$ cat src/rtl/seg7_msg_sched.sv
// seg7_msg_sched: four-digit 7-segment display scheduler.
// Shows base_chars by default; a message request takes over the display for
// HOLD_TICKS display ticks, then the display falls back to base_chars.
//
// Handshake: the requester raises msg_req with msg_chars valid and holds both
// until it sees the single-cycle msg_ack pulse. A request is taken whenever
// msg_req=1 and msg_ack=0 in the same sampled cycle, so the still-high
// msg_req in the ack cycle never produces a second acceptance.
module seg7_msg_sched #(
   parameter int TICK_DIV   = 27000,
   parameter int HOLD_TICKS = 2000
) (
   input  logic        clk27,
   input  logic        reset,
   input  logic [15:0] base_chars,
   input  logic        msg_req,
   input  logic [15:0] msg_chars,
   output logic        msg_ack,
   output logic [15:0] disp_chars,
   output logic        msg_active
);

   // A hold of zero ticks is treated as one tick.
   localparam int HOLD_EFF = (HOLD_TICKS < 1) ? 1 : HOLD_TICKS;
   localparam int PW       = (TICK_DIV > 2) ? $clog2(TICK_DIV) : 1;
   localparam int HW       = $clog2(HOLD_EFF + 1);

   localparam logic [PW-1:0] PRESC_MAX = PW'(TICK_DIV - 1);
   localparam logic [HW-1:0] HOLD_INIT = HW'(HOLD_EFF);
   localparam logic [HW-1:0] HOLD_ONE  = HW'(1);

   typedef enum logic {
      ST_IDLE = 1'b0,
      ST_SHOW = 1'b1
   } state_e;

   state_e        state_q, state_d;
   logic [PW-1:0] presc_q, presc_d;
   logic [HW-1:0] hold_q, hold_d;
   logic [15:0]   disp_q, disp_d;
   logic          ack_q, ack_d;
   logic          active_q, active_d;

   logic          tick;
   logic          accept;

   assign tick   = (presc_q == PRESC_MAX);
   assign accept = msg_req && !ack_q;

   // State register; reset blanks all digits and drops any message.
   always_ff @(posedge clk27 or posedge reset) begin
      if (reset) begin
         state_q  <= ST_IDLE;
         presc_q  <= '0;
         hold_q   <= '0;
         disp_q   <= 16'hFFFF;
         ack_q    <= 1'b0;
         active_q <= 1'b0;
      end else begin
         state_q  <= state_d;
         presc_q  <= presc_d;
         hold_q   <= hold_d;
         disp_q   <= disp_d;
         ack_q    <= ack_d;
         active_q <= active_d;
      end
   end

   // Next-state logic; a new acceptance outranks an expiring tick.
   always_comb begin
      state_d  = state_q;
      presc_d  = tick ? '0 : presc_q + PW'(1);
      hold_d   = hold_q;
      disp_d   = disp_q;
      ack_d    = 1'b0;
      active_d = active_q;

      if (accept) begin
         // Fresh message (or pre-emption): restart the whole hold window.
         state_d  = ST_SHOW;
         presc_d  = '0;
         hold_d   = HOLD_INIT;
         disp_d   = msg_chars;
         ack_d    = 1'b1;
         active_d = 1'b1;
      end else begin
         case (state_q)
            ST_IDLE: begin
               disp_d   = base_chars;
               active_d = 1'b0;
            end
            ST_SHOW: begin
               if (tick) begin
                  if (hold_q > HOLD_ONE) begin
                     hold_d = hold_q - HW'(1);
                  end else begin
                     state_d  = ST_IDLE;
                     hold_d   = '0;
                     disp_d   = base_chars;
                     active_d = 1'b0;
                  end
               end
            end
            default: begin
               state_d = ST_IDLE;
            end
         endcase
      end
   end

   assign msg_ack    = ack_q;
   assign disp_chars = disp_q;
   assign msg_active = active_q;

endmodule

$ cat config.mk
export PLATFORM = sky130hd
export DESIGN_NAME = seg7_msg_sched
export DESIGN_NICKNAME = d
export VERILOG_FILES = /design/src/rtl/seg7_msg_sched.sv
export SDC_FILE = /design/constraint.sdc
export NUM_CORES = 1
export LEC_CHECK = 0
export ABC_AREA = 1
export BUFFER_PORTS_ARGS = -buffer_cell sky130_fd_sc_hd__buf_2
export CAP_MARGIN = 20
export CORE_MARGIN = 8
export CORE_UTILIZATION = 50
export DETAILED_ROUTE_END_ITERATION = 10
export HOLD_SLACK_MARGIN = 0.02
export PLACE_DENSITY = 0.77
export SLEW_MARGIN = 15
export SYNTH_ARGS = -nofsm -noshare
export SYNTH_HDL_FRONTEND = slang
export SYNTH_SLANG_ARGS = --single-unit
$ cat constraint.sdc
create_clock -name clk27 -period 1.35 [get_ports clk27]
set_input_delay 0.135 -clock clk27 [delete_from_list [all_inputs] [get_ports clk27]]
set_output_delay 0.135 -clock clk27 [all_outputs]
set_load 0.01 [all_outputs]
==> reports/metrics.yaml <==
post_synth_inst_count: 359
r2r-end: "disp_chars[4]"
num_vias: 2957
timing.clock.skew_ps: 8.872
layoutNonFillerInstCount: 541
floorplan.rows: 26
clockPowerShare_pct: 28.1
syn_area_per_cell_um2: 7.267
design.portCount: 53
clock_sink_count: 45
fillCellCount: 335
worst_pin_slew_ps: 278.2
start_kind: "flop"
finalWeightedCongestion: 0.9156
syn-cell-area_um2: 2609
post-route-util_pct: 74.95
critical_path_buf_inv_count: 1
place.detailed.instances: 522
crit_required_ps: 1600
timing.critical_path.depth: 8
grt_antenna_before_repair: 0
count_of_unique_library_cells_instantiated_by_yosys: 32
power.combinational.fraction_pct: 27.0
seqPwrFrac_pct: 44.9
crit_start: "presc_q[1]"
path_max_fanout: 6
worst-r2r-cell-count: 8
syn_nets: 397
power_switching_mw: 1.189
f_max_ghz: 0.6196
cts_tree: "yes"
critPathKind: "flop to flop"
layout_common_cells: "125 x sky130_fd_sc_hd__nand2_1, 52 x sky130_fd_sc_hd__buf_2, 48 x sky130_fd_sc_hd__buf_4"
globalRoute.totalOverflow: 0
grtUsageTotal_pct: 19.54
critical-path-top-delay-family: "simple AND/OR/NAND/NOR gates"
cts-root-to-sink-buffers: 2
outcome: "finished with violations"
drv_slew: 0
r2r_setup_slack_ps: -260
irDropWorstVdd_mv: 0.8455
floorplan.initialDensity_pct: 51.41
die_w_um: 88.23
place.detailed.hpwl_um: 5306
final_period_minus_worst_setup_slack_ps: 1614
clkTransAtPathRegs_ps: 90
power-per-cell-area_nw_per_um2: 989.2
drt_drc_violations_left: 0
placeable_core_region_um2: 5075
antenna_left: 0
critPathSlowestCell: "sky130_fd_sc_hd__dfrtp_1"
antenna_cells: 0
routed_wl_um: 8597
worst_setup_path_end_kind: "flop"
tritoncts.num_buffers: 5
synth.yosys.seq_area_share_pct: 43.93
timing.critical_path.to: "disp_chars[4]"
violations_in_the_final_reports: "setup timing"
layout_worst_path_cycle_share_pct: 119.6
timing.final.ws_setup_ps: -263.9
drt-wirelength-per-cell_um: 15.89
area_growth_syn_to_layout_pct: 45.80
holdCritPathClass: "input pin to flop"
layout-drive-gt1-share_pct: 45.22
whs_ps: 126.9
total_leakage_power_nw: 1.830
layout.cells.most_common: "sky130_fd_sc_hd__nand2_1"
cts.htree.levels: 2
first_global_vias: 2889
clkLatencyLatePin_ps: 310
synth-warning-count: 0
critical_path.most_common_cell: "sky130_fd_sc_hd__nand3_1"
port-buffer-count: 52
cell_internal_pwr_mw: 2.573
setup_tns_ps: -5013
slew_headroom_pct: 81.39
power.total_mw: 3.762
drv.max_cap_violation_count: 0
swShare_pct: 31.60
dr_pass1_iterations: 5
setup_viol: 42
drtIter0Drc: 230
routed_via_density: 5.466
rsz0062_at_grt: "yes"
hold_violations: 0
clock_tree.root_cell: "sky130_fd_sc_hd__clkbuf_8"
wire_length_of_the_first_global_routing_pass_um: 12160
ys_ff_latch: 45
regToRegStartpoint: "presc_q[1]"
cp_data_arrival_time_ps: 1870
die_area_um2: 7785
nets: 508
grt_start_max_net_pins: 46
vert_die_dim_um: 88.23
path_cells: "ha_4 -> nand3_1 -> nor3_2 -> nand2_2 -> nand3_4 -> buf_6 -> nand3_1 -> nand2_1"
critPathMaxStageDelay_ps: 410
[through the flow]
| step | setup WS, ps | instance area, um2 |
|---|---|---|
| after floorplan | -1.680 | 2630 |
| after detailed placement | -80.34 | 3323 |
| after global routing | -310.7 | 3804 |
| after global placement | -55.75 | 3323 |
| after CTS | -66.47 | 3525 |
| final | -263.9 | 3804 |
[synthesized netlist by cell type]
master	number	area (um2)
sky130_fd_sc_hd__nand2_1	134	503.0
sky130_fd_sc_hd__nor2_1	54	202.7
sky130_fd_sc_hd__nand3_1	38	190.2
sky130_fd_sc_hd__dfrtp_1	29	725.7
sky130_fd_sc_hd__inv_1	21	78.83
sky130_fd_sc_hd__dfstp_2	16	420.4
sky130_fd_sc_hd__a21oi_1	7	35.03
sky130_fd_sc_hd__nor2_2	6	37.54
sky130_fd_sc_hd__xor2_1	6	52.55
sky130_fd_sc_hd__o21bai_1	5	37.54
sky130_fd_sc_hd__nand2_2	4	25.02
sky130_fd_sc_hd__nor3_1	4	20.02
sky130_fd_sc_hd__o21ai_0	4	20.02
sky130_fd_sc_hd__clkbuf_1	3	11.26
sky130_fd_sc_hd__ha_1	3	37.54
sky130_fd_sc_hd__inv_2	3	11.26
sky130_fd_sc_hd__nand4_1	3	18.77
sky130_fd_sc_hd__buf_2	2	10.01
sky130_fd_sc_hd__buf_4	2	15.01
sky130_fd_sc_hd__nand3_4	2	35.03
sky130_fd_sc_hd__nor3_2	2	20.02
sky130_fd_sc_hd__a31o_2	1	8.760
sky130_fd_sc_hd__and3_1	1	6.260
sky130_fd_sc_hd__buf_6	1	11.26
sky130_fd_sc_hd__nand2_4	1	11.26
sky130_fd_sc_hd__nand3b_1	1	7.510
sky130_fd_sc_hd__nand4_2	1	12.51
sky130_fd_sc_hd__nor3_4	1	16.27
sky130_fd_sc_hd__nor3b_1	1	7.510
sky130_fd_sc_hd__nor4_1	1	6.260
sky130_fd_sc_hd__o21ai_1	1	5.000
sky130_fd_sc_hd__xnor2_1	1	8.760
[layer usage]
layer	up-vias	share of wire [%]	GRT usage, %
li1	1368	-	-
met1	1414	39	22.29
met2	135	51	33.27
met3	40	5.6	4.364
met4	0	4.5	10.45
met5	-	0	0
[what timing repair did]
action                                 in CTS  in global routing
hold buffers                                1                  0
pin swaps                                   7                 35
setup endpoints to repair                  38                 43
gates cloned                                1                  2
endpoints found under the hold margin      29                  0
resized for setup                          16                 62
buffers inserted                            1                  6
[logic make-up after synthesis]
logic type / synth area share (%)
and+or+nand+nor: 42.93
DFF: 43.93
buffers and inverters: 5.276
AOI/OAI and AO/OA: 4.077
xor gates and xnor gates: 2.350
adders and majority gates: 1.439
[cell type report]
| cell class | count | area [um2] | share of cell area, % |
|---|---|---|---|
| clock buffers | 5 | 68.82 | 1.809 |
| clock inverters | 3 | 45.04 | 1.184 |
| inverters | 24 | 97.59 | 2.566 |
| multi-input cells | 284 | 1605 | 42.20 |
| flip-flops and latches | 45 | 1150 | 30.23 |
| well taps | 70 | 87.58 | 2.303 |
| repair buffers | 110 | 749.5 | 19.70 |
[worst register-to-register path, cell delays in order, from the launching register on]
cell and delay (ps):
sky130_fd_sc_hd__dfrtp_1 410, sky130_fd_sc_hd__ha_4 180, sky130_fd_sc_hd__nand3_1 130, sky130_fd_sc_hd__nor3_2 210, sky130_fd_sc_hd__nand2_2 120, sky130_fd_sc_hd__nand3_4 150, sky130_fd_sc_hd__buf_6 170, sky130_fd_sc_hd__nand3_1 100
sky130_fd_sc_hd__nand2_1 100
[sequential cells by signal (all words and copies together) (netlist names)]
register and flops:
disp_chars 16, msg_active 1, state_q 1, msg_ack 1, presc_q 15, hold_q 11
[power by group through the flow]
stage	Sequential, mW	Combinational (mW)	Clock [mW]
global placement	1.68	0.844	0
global route	1.70	1.11	1.11
floorplan	1.74	0.403	0
detailed placement	1.68	0.866	0
CTS	1.67	0.894	1.06
finish	1.69	1.02	1.06
[how the worst min path moves through the flow]
stage | from | endpoint | slack, ps | cells after the start
global route | msg_chars[1] | disp_chars[1] | 140 | 5
finish | msg_chars[1] | disp_chars[1] | 130 | 5
global placement | reset | hold_q[3] | 180 | 3
CTS | msg_chars[10] | disp_chars[10] | 130 | 5
floorplan | base_chars[11] | disp_chars[11] | 340 | 4
detailed placement | reset | hold_q[2] | 190 | 3
Power figures use the tool's default switching activity.
